==> src/rtl/pipeline_result_collector_pkg.sv <==
// Shared definitions for the pipeline result collector slice: collector
// FSM states, default widths tied to the 5-stage pipeline, and a small
// width helper used to size counters from their maximum value.
package pipeline_result_collector_pkg;

  // Result word width produced by the pipeline unit.
  localparam int PIPE_DATA_W       = 32;

  // Number of pipeline stages; results still in flight after a flush.
  localparam int PIPE_DEPTH_STAGES = 5;

  typedef enum logic {
    RUN    = 1'b0,
    SQUASH = 1'b1
  } collector_state_t;

  // Bits needed to hold the value max_val (at least one bit).
  function automatic int cnt_w(input int max_val);
    return (max_val < 2) ? 1 : $clog2(max_val + 1);
  endfunction

endpackage

==> src/rtl/pipeline_result_collector_sync_fwft_fifo.sv <==
// First-word-fall-through synchronous FIFO: head word is visible on
// rd_data without a read strobe. Occupancy is tracked in its own counter
// so full/empty never depend on pointer aliasing. clear empties the FIFO
// in one cycle and takes priority over push/pop.
module sync_fwft_fifo #(
  parameter int DATA_W = 32,
  parameter int DEPTH  = 8
) (
  input  logic                     clk,
  input  logic                     reset,
  input  logic                     clear,
  input  logic                     push,
  input  logic                     pop,
  input  logic [DATA_W-1:0]        wr_data,
  output logic [DATA_W-1:0]        rd_data,
  output logic [$clog2(DEPTH):0]   count,
  output logic                     full,
  output logic                     empty
);

  localparam int PTR_W = $clog2(DEPTH);
  localparam int CNT_W = PTR_W + 1;

  logic [DATA_W-1:0] mem [DEPTH];
  logic [PTR_W-1:0]  wr_ptr;
  logic [PTR_W-1:0]  rd_ptr;
  logic              pop_ok;
  logic              push_ok;

  // Guard the strobes locally so the occupancy can never wrap even if a
  // caller asserts pop while empty or push while full without a pop.
  always_comb begin
    pop_ok  = pop && !empty;
    push_ok = push && (!full || pop_ok);
  end

  // Storage write at the tail.
  // NOTE: the array has no reset on purpose; only pointers and count carry
  // meaning, so resetting data would cost a wide reset net for nothing.
  always_ff @(posedge clk) begin
    if (push_ok && !clear) begin
      mem[wr_ptr] <= wr_data;
    end
  end

  // Pointer and occupancy bookkeeping; pointers wrap naturally at DEPTH.
  // NOTE: every register here uses <= so all updates see pre-edge values.
  always_ff @(posedge clk) begin
    if (reset || clear) begin
      wr_ptr <= '0;
      rd_ptr <= '0;
      count  <= '0;
    end else begin
      if (push_ok) wr_ptr <= wr_ptr + 1'b1;
      if (pop_ok)  rd_ptr <= rd_ptr + 1'b1;
      if (push_ok && !pop_ok) begin
        count <= count + 1'b1;
      end else if (pop_ok && !push_ok) begin
        count <= count - 1'b1;
      end
    end
  end

  // Head word and status flags.
  always_comb begin
    rd_data = mem[rd_ptr];
    full    = (count == CNT_W'(DEPTH));
    empty   = (count == '0);
  end

endmodule

==> src/rtl/pipeline_result_collector.sv <==
// Collects every result word emitted by the 5-stage pipeline into a FWFT
// FIFO and hands them to the retire side over valid/ready. The pipeline
// cannot be stalled, so results arriving while the FIFO is full and not
// draining are dropped, counted and flagged. A flush empties the FIFO and
// then ignores the results still travelling down the pipeline for
// SQUASH_CYCLES cycles.
module pipeline_result_collector
  import pipeline_result_collector_pkg::*;
#(
  parameter int DATA_W        = PIPE_DATA_W,
  parameter int DEPTH         = 8,
  parameter int SQUASH_CYCLES = PIPE_DEPTH_STAGES,
  parameter int DROP_CNT_W    = 16
) (
  input  logic                   clk,
  input  logic                   reset,
  input  logic [DATA_W-1:0]      in_data,
  input  logic                   in_valid,
  input  logic                   flush,
  output logic [DATA_W-1:0]      out_data,
  output logic                   out_valid,
  input  logic                   out_ready,
  output logic [$clog2(DEPTH):0] count,
  output logic                   full,
  output logic                   empty,
  output logic                   squashing,
  output logic                   overflow,
  output logic [DROP_CNT_W-1:0]  drop_count
);

  localparam int              SQ_W    = cnt_w(SQUASH_CYCLES);
  localparam logic [SQ_W-1:0] SQ_LOAD = SQ_W'(SQUASH_CYCLES);
  localparam logic [SQ_W-1:0] SQ_LAST = SQ_W'(1);

  collector_state_t state_q, state_d;
  logic [SQ_W-1:0]  sq_cnt_q, sq_cnt_d;

  logic fifo_full;
  logic fifo_empty;
  logic pop;
  logic run_in;
  logic accept;
  logic drop;

  sync_fwft_fifo #(
    .DATA_W (DATA_W),
    .DEPTH  (DEPTH)
  ) u_fifo (
    .clk     (clk),
    .reset   (reset),
    .clear   (flush),
    .push    (accept),
    .pop     (pop),
    .wr_data (in_data),
    .rd_data (out_data),
    .count   (count),
    .full    (fifo_full),
    .empty   (fifo_empty)
  );

  // Handshake and accept/drop decisions. A flush cycle hides the head so
  // the consumer never takes a word that is about to be discarded.
  always_comb begin
    out_valid = !fifo_empty && !flush;
    pop       = out_valid && out_ready;
    run_in    = in_valid && (state_q == RUN) && !flush;
    accept    = run_in && (!fifo_full || pop);
    drop      = run_in && fifo_full && !pop;
    full      = fifo_full;
    empty     = fifo_empty;
    squashing = (state_q == SQUASH);
  end

  // Squash FSM state register.
  always_ff @(posedge clk) begin
    if (reset) begin
      state_q  <= RUN;
      sq_cnt_q <= '0;
    end else begin
      state_q  <= state_d;
      sq_cnt_q <= sq_cnt_d;
    end
  end

  // Squash FSM next state: a flush (re)arms the window, which then counts
  // down one cycle per in-flight pipeline stage before returning to RUN.
  // NOTE: defaults first so every path assigns state_d/sq_cnt_d and no
  // latch is inferred.
  always_comb begin
    state_d  = state_q;
    sq_cnt_d = sq_cnt_q;
    unique case (state_q)
      RUN: begin
        if (flush && (SQUASH_CYCLES > 0)) begin
          state_d  = SQUASH;
          sq_cnt_d = SQ_LOAD;
        end
      end
      SQUASH: begin
        if (flush) begin
          sq_cnt_d = SQ_LOAD;
        end else if (sq_cnt_q <= SQ_LAST) begin
          state_d  = RUN;
          sq_cnt_d = '0;
        end else begin
          sq_cnt_d = sq_cnt_q - 1'b1;
        end
      end
      default: begin
        state_d  = RUN;
        sq_cnt_d = '0;
      end
    endcase
  end

  // Drop bookkeeping: sticky overflow flag and a saturating drop counter.
  // Neither is touched by flush so lost results stay visible until reset.
  always_ff @(posedge clk) begin
    if (reset) begin
      overflow   <= 1'b0;
      drop_count <= '0;
    end else if (drop) begin
      overflow <= 1'b1;
      if (drop_count != '1) begin
        drop_count <= drop_count + 1'b1;
      end
    end
  end

endmodule

==> config.mk <==
export PLATFORM = sky130hd
export DESIGN_NAME = pipeline_result_collector
export DESIGN_NICKNAME = d
export VERILOG_FILES = /design/src/rtl/pipeline_result_collector_pkg.sv /design/src/rtl/pipeline_result_collector_sync_fwft_fifo.sv /design/src/rtl/pipeline_result_collector.sv
export SDC_FILE = /design/constraint.sdc
export NUM_CORES = 1
export LEC_CHECK = 0
export ABC_AREA = 1
export BUFFER_PORTS_ARGS = -buffer_cell sky130_fd_sc_hd__buf_2
export CAP_MARGIN = 25
export CORE_MARGIN = 5
export CORE_UTILIZATION = 54
export CTS_CLUSTER_SIZE = 30
export DETAILED_ROUTE_END_ITERATION = 10
export PLACE_DENSITY = 0.73
export SKIP_CTS_REPAIR_TIMING = 1
export SYNTH_ARGS = -nofsm -noshare
export SYNTH_HDL_FRONTEND = slang
export SYNTH_SLANG_ARGS = --single-unit
==> constraint.sdc <==
create_clock -name clk -period 5.2 [get_ports clk]
set_clock_uncertainty 0.1 [all_clocks]
set_input_delay 1.04 -clock clk [delete_from_list [all_inputs] [get_ports clk]]
set_output_delay 1.04 -clock clk [all_outputs]
set_load 0.1 [all_outputs]
==> results of run 1 <==
layout make-up:
| type | instances | area [sq um] |
|---|---|---|
| multi-input cells | 621 | 3040 |
| repair buffers | 108 | 591 |
| clock inverters | 12 | 68.8 |
| flip-flops and latches | 290 | 8370 |
| clock buffers | 34 | 744 |
| well taps | 275 | 344 |
| fillers | 1620 | 7940 |
| inverters | 31 | 118 |
| diodes | 1 | 2.50 |
cell usage after synthesis (all sizes together):
master	count	area [sq um]
nor2	271	1040
edfxtp	256	7690
o21ai	146	731
nand2	66	275
dfxtp	34	681
a31oi	32	200
o22ai	32	200
clkbuf	30	113
inv	30	113
a21oi	26	164
buf	22	131
nand3	17	90.1
ha	7	87.6
xor2	7	61.3
nand4	5	31.3
xnor2	5	43.8
nor3	3	15.0
or2	2	12.5
a211oi	1	7.51
clkinv	1	3.75
fa	1	20.0
metal layers:
| metal | routed length [um] | global-route usage, % | vias up |
|---|---|---|---|
| met1 | 10600 | 26.7 | 3724 |
| met4 | 286 | 4.38 | 0 |
| li1 | - | - | 3702 |
| met3 | 1400 | 3.16 | 25 |
| met2 | 12100 | 33.7 | 212 |
| met5 | 0 | 0 | - |
flip-flops by register name (all words and copies together), names as in the netlist, named ones only:
register	cells
squashing	1
u_fifo.mem	256
u_fifo.wr_ptr	3
drop_count	16
u_fifo.count	4
overflow	1
sq_cnt_q	3
u_fifo.rd_ptr	3
power by group through the flow:
stage	logic [uW]	clock network, uW	registers [uW]
global placement	292	0	2610
global route	317	1950	2560
detailed placement	297	0	2610
floorplan	200	0	2630
finish	295	1820	2560
CTS	298	1860	2560
cell families after synthesis:
family | synth area share (%)
simple gates | 12.5
flops | 71.5
compound gates | 11.1
buf+inv | 3.08
xor+xnor | 0.898
fa+ha+maj | 0.919
worst min-delay path by stage:
stage,start,to,slack [ns],depth (start not counted)
detailed placement,overflow,overflow,0.36,2
finish,overflow,overflow,0.36,2
global route,sq_cnt_q[1],sq_cnt_q[1],0.41,2
CTS,overflow,overflow,0.37,2
floorplan,sq_cnt_q[1],sq_cnt_q[1],0.35,2
global placement,overflow,overflow,0.35,2
metrics by stage:
stage / cells / worst slack [ns] / power (uW) / hold WS [ns]
finish: 1372 / 0.775 / 4680 / 0.363
global route: 1371 / 0.537 / 4830 / 0.410
CTS: 1371 / 0.759 / 4720 / 0.370
detailed placement: 1325 / 1.36 / 2910 / 0.355
global placement: 1324 / 1.39 / 2900 / 0.347
floorplan: 994 / 0.962 / 2830 / 0.351
critical path: cells and delay by family (launching register included):
kind | cells | cell delay, ns
buf+inv | 2 | 1.32
compound gates | 3 | 0.75
flops | 1 | 0.58
simple gates | 1 | 0.06
==> impl_metrics.ini, run 1 <==
[timing]
maxSlewHeadroom_pct = 34.6
hold_violations = 0
rsz0062_at_grt = no
setup_violations = 0
fin_crit_sh_pct = 85.1
tns_ns = 0
max_freq_ghz = 0.226
period_needed_ns = 4.43
maxSlewViolCount = 0
worst_pin_slew_ns = 0.980

[final_layout]
drive_gt1_share_pct = 16.9
fin_area_sq_um = 13300
area_delta_synth_final_pct = 13.4
final_common_cell = nor2_1
nNetsFinal = 1126
mostFrequentLayoutCells = nor2_1 (257), edfxtp_1 (256), o21ai_0 (144)
final_util_pct = 62.6

[clock_network]
clk_latency_ns = 0.55
clock_sinks = 290
root_buffer = clkbuf_16
clk_pin_slew_ns = 0.06
htree_levels = 1
cts_buffer_depth = 3
cts_buffers = 29
cts_tree = built

[global_routing]
grt.total_usage_pct = 19.7
grt_max_degree = 97
antenna_found_initial = 0
grt-ovfl-total = 0
grt_pass1_wl_um = 38300
grt_pass1_vias = 7284

[setup_path]
slowest_delay_ns = 0.82
r2r_setup_slack_ns = 2.29
worst-path-max-fanout = 96
critPathCapture = out_data[1]
cp.arrival_ns = 3.29
r2r-end = u_fifo.mem[3][27]
worstPathRequired_ns = 4.06
r2r-start = u_fifo.count[0]
path_cells = buf_4 > o21ai_0 > o22ai_1 > nor2_1 > a31oi_1 > buf_2
slowest_stage = buf_4
crit_path_start_kind = flop
end_kind = primary output
r2r_cells = 9
crit_type = reg -> out

[floorplanning]
die_area_sq_um = 24700
fp.dieW_um = 157
die_h_um = 157
ios = 94
coreArea_sq_um = 21200
rows = 53
initial_core_util_pct = 55.2

[placement]
io_buffers = 93
gp_congestion = 0.790
dpl_cell_area_sq_um = 12500
place_hpwl_um = 14000

[power_and_ir_drop]
p_int_uw = 3620
p_per_area_nw_per_um2 = 352
ir_drop_uv = 241
p_clk_share_pct = 39.0
p_seq_share_pct = 54.7
switchingPower_uw = 1060
power.leakage_uw = 0.00462
switching_share_pct = 22.7
combPwrFrac_pct = 6.3

[routing]
firstDrtPassIters = 5
drc = 0
ant_nets = 0
wl_um = 24400
drt-wirelength-per-cell_um = 17.8
vias = 7663
routed_via_density = 5.59
drt-initial-drc-count = 608

[synthesis]
seq_area_frac_synth_pct = 71.5
yosys_warnings = 0
synth_nets = 1039
ys_ff_latch = 290
synth_area_per_cell_sq_um = 11.8
syn_area_sq_um = 11700
netlist_instances = 994
ys_types = 31

[hold_path]
hp-class = reg -> reg

[run_status]
run_status = finished clean

[run]
cap_viol_max_count = 0
(Power assumes the default switching activity.)
==> run 2, diff against run 1 <==
--- a/config.mk
+++ b/config.mk
@@ -6,7 +6,7 @@
 export NUM_CORES = 1
 export LEC_CHECK = 0
 export ABC_AREA = 1
-export BUFFER_PORTS_ARGS = -buffer_cell sky130_fd_sc_hd__buf_2
+export BUFFER_PORTS_ARGS = -buffer_cell sky130_fd_sc_hd__buf_4
 export CAP_MARGIN = 25
 export CORE_MARGIN = 5
 export CORE_UTILIZATION = 54
@@ -16,4 +16,5 @@
 export SKIP_CTS_REPAIR_TIMING = 1
 export SYNTH_ARGS = -nofsm -noshare
 export SYNTH_HDL_FRONTEND = slang
+export SYNTH_HIERARCHICAL = 1
 export SYNTH_SLANG_ARGS = --single-unit
==> run 2 against run 1 <==
Sequential cell count unchanged. Combinational power decreased by 21%. Critical path depth increased by 1. Cell count increased by 6.2%. Sequential share of layout area decreased by 2.4 points. Worst setup slack improved by 0.040 ns. Area after synthesis increased by 2.0%. Cell area increased by 3.9%. Power increased by 1.9%. Clock power increased by 9%. Largest cell class unchanged.
==> impl_metrics.ini, run 2 <==
[run_status]
run_status = finished clean

[synthesis]
synth_edf_count = 256
async_reset_ff_share_pct = 0
synth_area_leaders = edfxtp_1 (64%), nor2_1 (7.4%), dfxtp_1 (5.7%), o21ai_0 (5.6%), nand2_1 (5.3%)
netlist_instances = 1074
syn_area_sq_um = 11900
ys_types = 33
synth_commonest_cells = edfxtp_1 (256), nor2_1 (237), nand2_1 (168)
seq_area_frac_synth_pct = 70.0
ys_ff_latch = 290
synth_area_per_cell_sq_um = 11.1
yosys.area.top_type = edfxtp_1
synth_ff_type = edfxtp_1
yosysMostFrequentCell = edfxtp_1
synth_top_area_share_pct = 64.3
yosys_warnings = 6
synth_nets = 1120

[routing]
drc = 0
drt-wirelength-per-cell_um = 17.2
wl_um = 25100
drt-initial-drc-count = 718
ant_nets = 0
vias = 7999
routed_via_density = 5.49
firstDrtPassIters = 5

[setup_path]
worst-path-max-fanout = 58
crit_path_start_kind = flop
cp.arrival_ns = 3.25
crit_type = reg -> out
worstPathRequired_ns = 4.06
end_kind = primary output

[power_and_ir_drop]
ir_drop_uv = 279
power.leakage_uw = 0.00499
p_per_area_nw_per_um2 = 346

[timing]
rsz0062_at_grt = no
maxSlewViolCount = 0
max_freq_ghz = 0.228
final.setup.worst_slack_ns = 0.814
hold_violations = 0
maxSlewHeadroom_pct = 33.2
period_needed_ns = 4.39
worst_pin_slew_ns = 1.00
setup_violations = 0
fin_crit_sh_pct = 84.3

[floorplanning]
die_area_sq_um = 25200
ios = 94
fp.dieW_um = 159
die_h_um = 159
coreArea_sq_um = 21800
rows = 54
initial_core_util_pct = 54.7

[final_layout]
area_delta_synth_final_pct = 15.5
nNetsFinal = 1206
drive_gt1_share_pct = 14.4
antenna_cells = 0
mostFrequentLayoutCells = edfxtp_1 (256), nor2_1 (229), nand2_1 (168)
largest_reg_flops = 256
largest_register = u_fifo/mem
fin_cells = 1457
final_common_cell = edfxtp_1
final_util_pct = 63.2
reg_top3 = u_fifo/mem: 256 flops, drop_count: 16 flops, u_fifo/count: 4 flops
fillCellCount = 1677

[global_routing]
grt.total_usage_pct = 19.3
grt_pass1_vias = 7827
antenna_found_initial = 0
grt_pass1_wl_um = 40700
grt-ovfl-total = 0
grt_max_degree = 98

[clock_network]
clock_sinks = 290
root_buffer = clkbuf_16
cts_buffers = 30
clk_pin_slew_ns = 0.06
cts_buffer_depth = 3
clk_latency_ns = 0.54
cts_tree = built
htree_levels = 1

[placement]
place_hpwl_um = 14700
gp_congestion = 0.777
io_buffers = 93
dp_slack_ns = 1.29
dp.cells = 1407

[hold_path]
hp-class = reg -> reg

[run]
cap_viol_max_count = 0
[run 2: per-stage QoR]
step           cell area, sq um  hold slack, ns  setup TNS, ns  total power (uW)
3_3_place_gp              12800           0.353              0              2830
3_5_place_dp              12900           0.360              0              2830
5_1_grt                   13800           0.402              0              4930
6_report                  13800           0.372              0              4770
2_1_floorplan             12000           0.356         -80.72              2750
4_1_cts                   13800           0.374              0              4800
[run 2: report_power, final]
group	leakage (uW)	switching, uW	internal [uW]
clock network	0.000442	820	1170
registers	0.00258	8.50	2540
logic	0.00196	174	58.2
total	0.00499	1000	3770
[run 2: final timing paths]
check | slack, ns | to | depth (start not counted) | start
setup / recovery | 0.81 | out_data[31] | 7 | flop
hold / removal | 0.37 | overflow | 2 | overflow
setup reg to reg | 1.72 | u_fifo/mem[5][31] | 9 | u_fifo/count[0]
hold reg to reg | 0.37 | overflow | 2 | overflow
[run 2: cell type report]
class | instances | area, sq um | share of cell area, %
flip-flops and latches | 290 | 8380 | 60.7
multi-input cells | 692 | 3170 | 23.0
repair buffers | 108 | 851 | 6.16
clock buffers | 34 | 787 | 5.70
well taps | 280 | 350 | 2.54
inverters | 38 | 145 | 1.05
clock inverters | 15 | 121 | 0.879
[run 2: cell families after synthesis]
| kind of cell | count (synthesis) | share of synthesized area, % |
|---|---|---|
| fa+ha+maj | 9 | 1.01 |
| compound gates | 227 | 9.55 |
| xor+xnor | 9 | 0.660 |
| buf+inv | 92 | 3.96 |
| flops | 290 | 70.0 |
| simple gates | 447 | 14.8 |
[run 2: worst max-delay path, stage by stage, from the launching register on]
cell	delay (ns)
dfxtp_4	0.64
clkinv_2	0.74
buf_4	0.52
o21ai_0	0.28
o21ai_1	0.12
nand2_1	0.07
nand2_1	0.06
buf_4	0.23
[run 2: per-layer routing]
metal	global-route usage (%)	vias up	routed length (um)
met5	0	-	0
met4	5.01	0	405
met3	2.67	33	1410
met2	32.3	239	12400
met1	27.0	3855	10900
li1	-	3872	-
